==> config.mk <==
export PLATFORM = sky130hd
export DESIGN_NAME = object_position
export DESIGN_NICKNAME = d
export VERILOG_FILES = /design/src/rtl/object_position_pkg.sv /design/src/rtl/object_position_wrap.sv /design/src/rtl/object_position.sv
export SDC_FILE = /design/constraint.sdc
export NUM_CORES = 1
export LEC_CHECK = 0
export CAP_MARGIN = 20
export CORE_ASPECT_RATIO = 2
export CORE_UTILIZATION = 36
export DETAILED_ROUTE_END_ITERATION = 12
export PLACE_DENSITY = 0.69
export SYNTH_ARGS = -nofsm -noshare
export SYNTH_HDL_FRONTEND = slang
export SYNTH_SLANG_ARGS = --single-unit
export TNS_END_PERCENT = 50
==> constraint.sdc <==
create_clock -name clk -period 3.5 [get_ports clk]
set_input_delay 0.525 -clock clk [delete_from_list [all_inputs] [get_ports clk]]
set_output_delay 0.525 -clock clk [all_outputs]
set_load 0.01 [all_outputs]
==> src/rtl/object_position_pkg.sv <==
// Shared video definitions for the object position blocks and renderers.
//   SCREEN_WIDTH    : visible pixels per line; position arithmetic wraps here
//   RESET_OFFSET    : render pipeline delay added on a visible coarse reset
//   HBLANK_POSITION : position loaded by a coarse reset during blanking
//   move_state_e    : horizontal-motion state (IDLE, MOVING)
//   motion_magnitude: number of steps encoded by a signed 4-bit motion value
package object_position_pkg;

    localparam int unsigned POS_W           = 8;
    localparam int unsigned SCREEN_WIDTH    = 160;
    localparam int unsigned RESET_OFFSET    = 4;
    localparam int unsigned HBLANK_POSITION = 3;

    typedef enum logic [0:0] {
        IDLE   = 1'b0,
        MOVING = 1'b1
    } move_state_e;

    // Absolute value of a signed 4-bit motion value; -8 yields 4'd8 unsigned.
    function automatic logic [3:0] motion_magnitude(input logic [3:0] value);
        logic [3:0] mag;
        if (value[3]) begin
            mag = ~value + 4'd1;
        end else begin
            mag = value;
        end
        return mag;
    endfunction

endpackage

==> src/rtl/object_position_wrap.sv <==
// position_wrap: modulo-SCREEN_WIDTH addition of two in-range values.
// A decrement is expressed as adding SCREEN_WIDTH-1.
//   base_i    : base value, 0..SCREEN_WIDTH-1
//   offset_i  : amount to add, 0..SCREEN_WIDTH-1
//   wrapped_o : (base_i + offset_i) mod SCREEN_WIDTH
module position_wrap
    import object_position_pkg::*;
(
    input  logic [POS_W-1:0] base_i,
    input  logic [POS_W-1:0] offset_i,
    output logic [POS_W-1:0] wrapped_o
);

    logic [POS_W:0] sum_s;

    assign sum_s = {1'b0, base_i} + {1'b0, offset_i};

    // Both operands are below SCREEN_WIDTH, so one conditional subtract suffices.
    always_comb begin
        if (sum_s >= 9'(SCREEN_WIDTH)) begin
            wrapped_o = 8'(sum_s - 9'(SCREEN_WIDTH));
        end else begin
            wrapped_o = sum_s[POS_W-1:0];
        end
    end

endmodule

==> src/rtl/object_position.sv <==
// object_position: horizontal position generator for one movable object.
// Holds the position, compares it with the beam column to emit a one-cycle
// start strobe, and implements coarse reset-to-beam and serial fine motion.
//   clk, reset_n  : clock, asynchronous active-low reset
//   beam_x        : beam column (>= SCREEN_WIDTH means horizontal blank)
//   pixel_enable  : pixel tick qualifying the beam comparison
//   reset_strobe  : coarse reset of position to the beam
//   hmove_value   : signed motion -8..+7, positive moves left
//   hmove_write   : latch hmove_value; hmove_clear zeroes it (clear wins)
//   hmove_strobe  : start applying the motion register
//   step_enable   : one pixel of motion per tick while busy
//   strobe        : registered start-of-object pulse
//   position      : registered position, 0..SCREEN_WIDTH-1
//   busy          : high while motion steps remain
module object_position
    import object_position_pkg::*;
(
    input  logic             clk,
    input  logic             reset_n,
    input  logic [POS_W-1:0] beam_x,
    input  logic             pixel_enable,
    input  logic             reset_strobe,
    input  logic [3:0]       hmove_value,
    input  logic             hmove_write,
    input  logic             hmove_clear,
    input  logic             hmove_strobe,
    input  logic             step_enable,
    output logic             strobe,
    output logic [POS_W-1:0] position,
    output logic             busy
);

    move_state_e      state_q, state_d;
    logic [POS_W-1:0] position_q, position_d;
    logic             strobe_q, strobe_d;
    logic [3:0]       motion_q, motion_d;
    logic [3:0]       count_q, count_d;
    logic             dir_left_q, dir_left_d;

    logic             beam_visible_s;
    logic             step_now_s;
    logic [POS_W-1:0] coarse_pos_s;
    logic [POS_W-1:0] step_pos_s;
    logic [POS_W-1:0] step_offset_s;

    assign beam_visible_s = (beam_x < 8'(SCREEN_WIDTH));
    // A restart on hmove_strobe takes the cycle; the first move comes later.
    assign step_now_s     = (state_q == MOVING) && step_enable && !hmove_strobe;
    assign step_offset_s  = dir_left_q ? 8'(SCREEN_WIDTH - 1) : 8'd1;

    position_wrap u_coarse_wrap (
        .base_i    (beam_x),
        .offset_i  (8'(RESET_OFFSET)),
        .wrapped_o (coarse_pos_s)
    );

    position_wrap u_step_wrap (
        .base_i    (position_q),
        .offset_i  (step_offset_s),
        .wrapped_o (step_pos_s)
    );

    // Start strobe: match against the current (old) position.
    always_comb begin
        strobe_d = 1'b0;
        if (pixel_enable && beam_visible_s && (beam_x == position_q)) begin
            strobe_d = 1'b1;
        end else begin
            strobe_d = 1'b0;
        end
    end

    // Motion register update; clear has priority over write.
    always_comb begin
        motion_d = motion_q;
        if (hmove_clear) begin
            motion_d = 4'd0;
        end else if (hmove_write) begin
            motion_d = hmove_value;
        end else begin
            motion_d = motion_q;
        end
    end

    // Motion FSM next state: load on hmove_strobe, count down on step ticks.
    always_comb begin
        state_d    = state_q;
        count_d    = count_q;
        dir_left_d = dir_left_q;
        if (hmove_strobe) begin
            if (motion_q != 4'd0) begin
                state_d    = MOVING;
                count_d    = motion_magnitude(motion_q);
                dir_left_d = ~motion_q[3];
            end else begin
                state_d = IDLE;
                count_d = 4'd0;
            end
        end else begin
            case (state_q)
                IDLE: begin
                    state_d = IDLE;
                end
                MOVING: begin
                    if (step_enable) begin
                        count_d = count_q - 4'd1;
                        if (count_q == 4'd1) begin
                            state_d = IDLE;
                        end else begin
                            state_d = MOVING;
                        end
                    end else begin
                        state_d = MOVING;
                    end
                end
                default: begin
                    state_d = IDLE;
                    count_d = 4'd0;
                end
            endcase
        end
    end

    // Position next value: coarse reset overrides a same-cycle motion step.
    always_comb begin
        position_d = position_q;
        if (reset_strobe) begin
            if (beam_visible_s) begin
                position_d = coarse_pos_s;
            end else begin
                position_d = 8'(HBLANK_POSITION);
            end
        end else if (step_now_s) begin
            position_d = step_pos_s;
        end else begin
            position_d = position_q;
        end
    end

    // State registers with asynchronous reset.
    always_ff @(posedge clk or negedge reset_n) begin
        if (!reset_n) begin
            state_q    <= IDLE;
            position_q <= 8'd0;
            strobe_q   <= 1'b0;
            motion_q   <= 4'd0;
            count_q    <= 4'd0;
            dir_left_q <= 1'b0;
        end else begin
            state_q    <= state_d;
            position_q <= position_d;
            strobe_q   <= strobe_d;
            motion_q   <= motion_d;
            count_q    <= count_d;
            dir_left_q <= dir_left_d;
        end
    end

    assign strobe   = strobe_q;
    assign position = position_q;
    assign busy     = (state_q == MOVING);

endmodule

==> key figures <==
Status
  • Outcome: complete, no violations

Clock network
  • Root Buffer: clkbuf_8
  • Postcts setup bufs: 0
  • CTS tree: yes
  • Worst-skew pair later-pin latency: 0.27 ns
  • Sinks on Clock Net: 19
  • # resized after CTS: 0
  • CTS clk-pin slew, worst paths: 0.08 ns
  • Hold buffer count at cts: 0
  • CTS Buf Count: 3
  • CTS Buffer Depth: 2
  • H-tree lvl count: 1

Synthesis
  • Post-synth EDFFs: 0
  • Cell count after synthesis: 198
  • Synth Area in Compound Gates: 20.0%
  • Main synth FF type: dfrtp_1
  • Syn_nets: between 200 and 250
  • Sequential element share of the synthesized area: 28.8%
  • Main combinational cell family by area after synthesis: compound AO/OA/AOI/OAI gates
  • Synth cell types: 43
  • YS warnings: 0
  • Simple-gate share of the synthesized area: a little under a fifth
  • Multiplexer area fraction after synthesis: 4.25%
  • Mapped Area: approximately 0.0016 mm^2
  • Async set-or-reset flop fraction in the synthesized netlist: 100%
  • Adder-cell share of the synthesized area: 11.1%
  • Post-Synth XOR/XNOR Area: 11.1%
  • FF+latch count, synth: 19
  • Avg Cell Area, Syn: ~8.3 um^2

Route
  • Residual DRC count: 0
  • ANT nets after route: 0
  • Routed wire length: 3990 um
  • 1st-pass router iterations: 4
  • Initial DRC count: 20
  • Via Count: between 1500 and 2000
  • Routed WL per cell: 14.3 um
  • Vias per cell: 5.47

Worst hold path
  • Hold path cells: 2
  • Hold path start: motion_q[1]
  • Hold Path Class: reg -> reg
  • Hold EP: motion_q[1]

Worst setup path
  • Reg2reg end: position[5]
  • Critical Path RT: 3.64 ns
  • CP Launch Type: flop
  • R2R Path Start: dir_left_q
  • Crit-path max FO: 7
  • Crit path DAT: roughly 3.2 ns
  • Crit. End Element: flop
  • Critical path class: reg -> reg
  • R2R Setup Slk: 0.46 ns
  • Path depth of the worst reg2reg path: 11

Timing
  • Minimum clock period after layout: 3.04 ns
  • TNS Setup: 0 ns
  • Worst Tran Pin Value: between 0.9 and 1 ns
  • Clock Skew: around 0.0075 ns
  • Rel. slew slack: 37.4%
  • Final worst path period share: 86.7%
  • RSZ-0062 raised after global routing: no
  • Final number of hold-violating endpoints: 0
  • Slew Limit Fails: 0
  • Fmax: about 330 MHz
  • Final setup violating endpoints: 0

Floorplanning
  • Total Die Area: ~0.005 mm^2
  • DIE HEIGHT: between 90 and 100 um
  • I/O pin count: 30
  • Std-Cell Rows: 34
  • Starting Density: between 30 and 40%
  • Die X: 49.9 um
  • Core box area: roughly 0.0044 mm^2

Placement
  • Routability cong.: 0.810
  • Number of cells after detailed placement: between 200 and 300
  • Placed Area: just under 0.002 mm^2
  • Dpl hpwl: between 3000 and 4000 um
  • Port bufs: 29

Pwr
  • Comb power frac: 59.1%
  • Final Power: 1280 uW
  • Pleak: roughly 0.00083 uW
  • Reg power frac: 27.9%
  • Clk pwr share: 13.0%
  • Sw frac: 44.1%
  • Sw power: 564 uW
  • Pint: 714 uW
  • Worst vdd ir: between 0.3 and 0.4 mV
  • Pwr dens: 632 mW/mm^2

Final layout
  • Nets: 260
  • Final Util: 46.1%
  • Layout cell share with drive strength beyond 1: 6.22%
  • Footprint of the multi-input gates: 0.00108 mm^2
  • Filler Cells Inserted: 447
  • Design area: 0.00202 mm^2
  • N_diodes: 0
  • Area grow syn2layout: 22.6%
  • Sequential Area: 475 um^2
  • Post-route insts no fill: 279

Global route
  • Grt ovf: 0
  • Wire length of the first global-routing pass: 6610 um
  • Tot GR Track Use: between 15 and 20%
  • Largest net degree at the start of global routing: 20
  • Vias in the first global route: ~1400
  • Initial antenna violation count: 0

Run
  • Max_cap viols: 0
==> cells by family (layout without fill, tap and decap cells) <==
kind of cell | after synthesis | in the layout
flops | 19 | 19
mux | 7 | 7
xor+xnor | 20 | 20
compound gates | 48 | 48
fa+ha+maj | 14 | 14
simple gates | 68 | 68
buf+inv | 22 | 49
==> flip-flops by register name (all words and copies together) (netlist names) <==
signal	flops
strobe	1
position	8
busy	1
motion_q	4
count_q	4
dir_left_q	1
==> placed cells by master (no fill, tap or decap), types with 2 or more instances in the layout <==
cell | Yosys | final
inv_1 | 16 | 16
a21oi_1 | 9 | 9
clkdlybuf4s50_1 | 0 | 29
ha_1 | 13 | 13
nor2_1 | 24 | 24
xnor2_1 | 16 | 16
nand2_1 | 16 | 16
o21a_1 | 3 | 3
clkbuf_8 | 0 | 3
dfrtp_1 | 19 | 19
o211ai_1 | 3 | 3
or2_2 | 2 | 2
a211oi_1 | 2 | 2
nand3_1 | 11 | 11
o21ai_0 | 12 | 12
a21oi_2 | 2 | 2
nor3_1 | 7 | 7
mux2i_1 | 7 | 7
xor2_1 | 3 | 3
o221ai_1 | 3 | 3
a31oi_1 | 3 | 3
==> power by group through the flow <==
| stage | Sequential, uW | Combinational [uW] | Clock [uW] |
|---|---|---|---|
| 3_5_place_dp | 362 | 754 | 0 |
| 5_1_grt | 368 | 840 | 177 |
| 6_report | 357 | 755 | 166 |
| 2_1_floorplan | 331 | 569 | 0 |
| 4_1_cts | 358 | 758 | 166 |
| 3_3_place_gp | 361 | 744 | 0 |
==> metrics by stage <==
stage | hold WS, ns | setup WS (ns)
after CTS | 0.575 | 0.467
after floorplan | 0.229 | 0.744
after detailed placement | 0.556 | 0.459
after global placement | 0.539 | 0.480
after global routing | 0.594 | 0.324
final | 0.570 | 0.465
==> worst max-delay path: stages, from the launching register on <==
cell,delay (ns)
dfrtp_1,0.47
ha_1,0.38
nand2_1,0.13
o31ai_2,0.41
nor2_1,0.13
xnor2_2,0.25
inv_1,0.07
ha_1,0.23
o41a_1,0.42
nand3_1,0.15
xnor2_1,0.13
o211ai_1,0.12
==> metal layers <==
layer | track usage, % | vias up | share of wire [%] | wire [um]
met3 | 1.41 | 7 | 3.1 | 123
met2 | 36.2 | 46 | 58 | 2320
met1 | 17.7 | 724 | 37 | 1490
met4 | 6.59 | 0 | 1.6 | 63
met5 | 0 | - | 0 | 0
li1 | - | 750 | - | -
==> cells in the mapped netlist (all sizes together), types with 2 or more instances <==
master	instances	area share, %
a211oi	2	0.91
a21oi	11	3.8
a31oi	3	1.1
buf	3	1.2
clkbuf	3	0.68
dfrtp	19	29
ha	13	9.9
inv	16	3.6
mux2i	7	4.2
nand2	16	3.6
nand3	12	3.9
nor2	24	5.5
nor3	7	2.1
o211ai	3	1.4
o21a	3	1.4
o21ai	13	4.2
o221ai	3	1.6
o31ai	2	1.2
or2	2	0.76
xnor2	17	9.5
xor2	3	1.6
==> how the worst max path moves through the flow <==
stage | start | end | slack, ns | cells past startpoint
final | dir_left_q | position[5] | 0.46 | 11
after global routing | dir_left_q | position[5] | 0.32 | 11
after CTS | dir_left_q | position[5] | 0.47 | 11
after detailed placement | beam_x[2] | position[7] | 0.46 | 10
after global placement | beam_x[2] | position[7] | 0.48 | 10
after floorplan | position[0] | position[6] | 0.74 | 12
==> area by class of cell <==
cell class,count,area share [%]
Clock buffer,3,2.04
Clock inverter,1,0.248
Inverter,16,2.97
Multi-Input combinational cell,157,53.5
Sequential cell,19,23.5
Tap cell,54,3.34
Timing Repair Buffer,29,14.4
No activity file was read; power rests on OpenSTA's default activity.
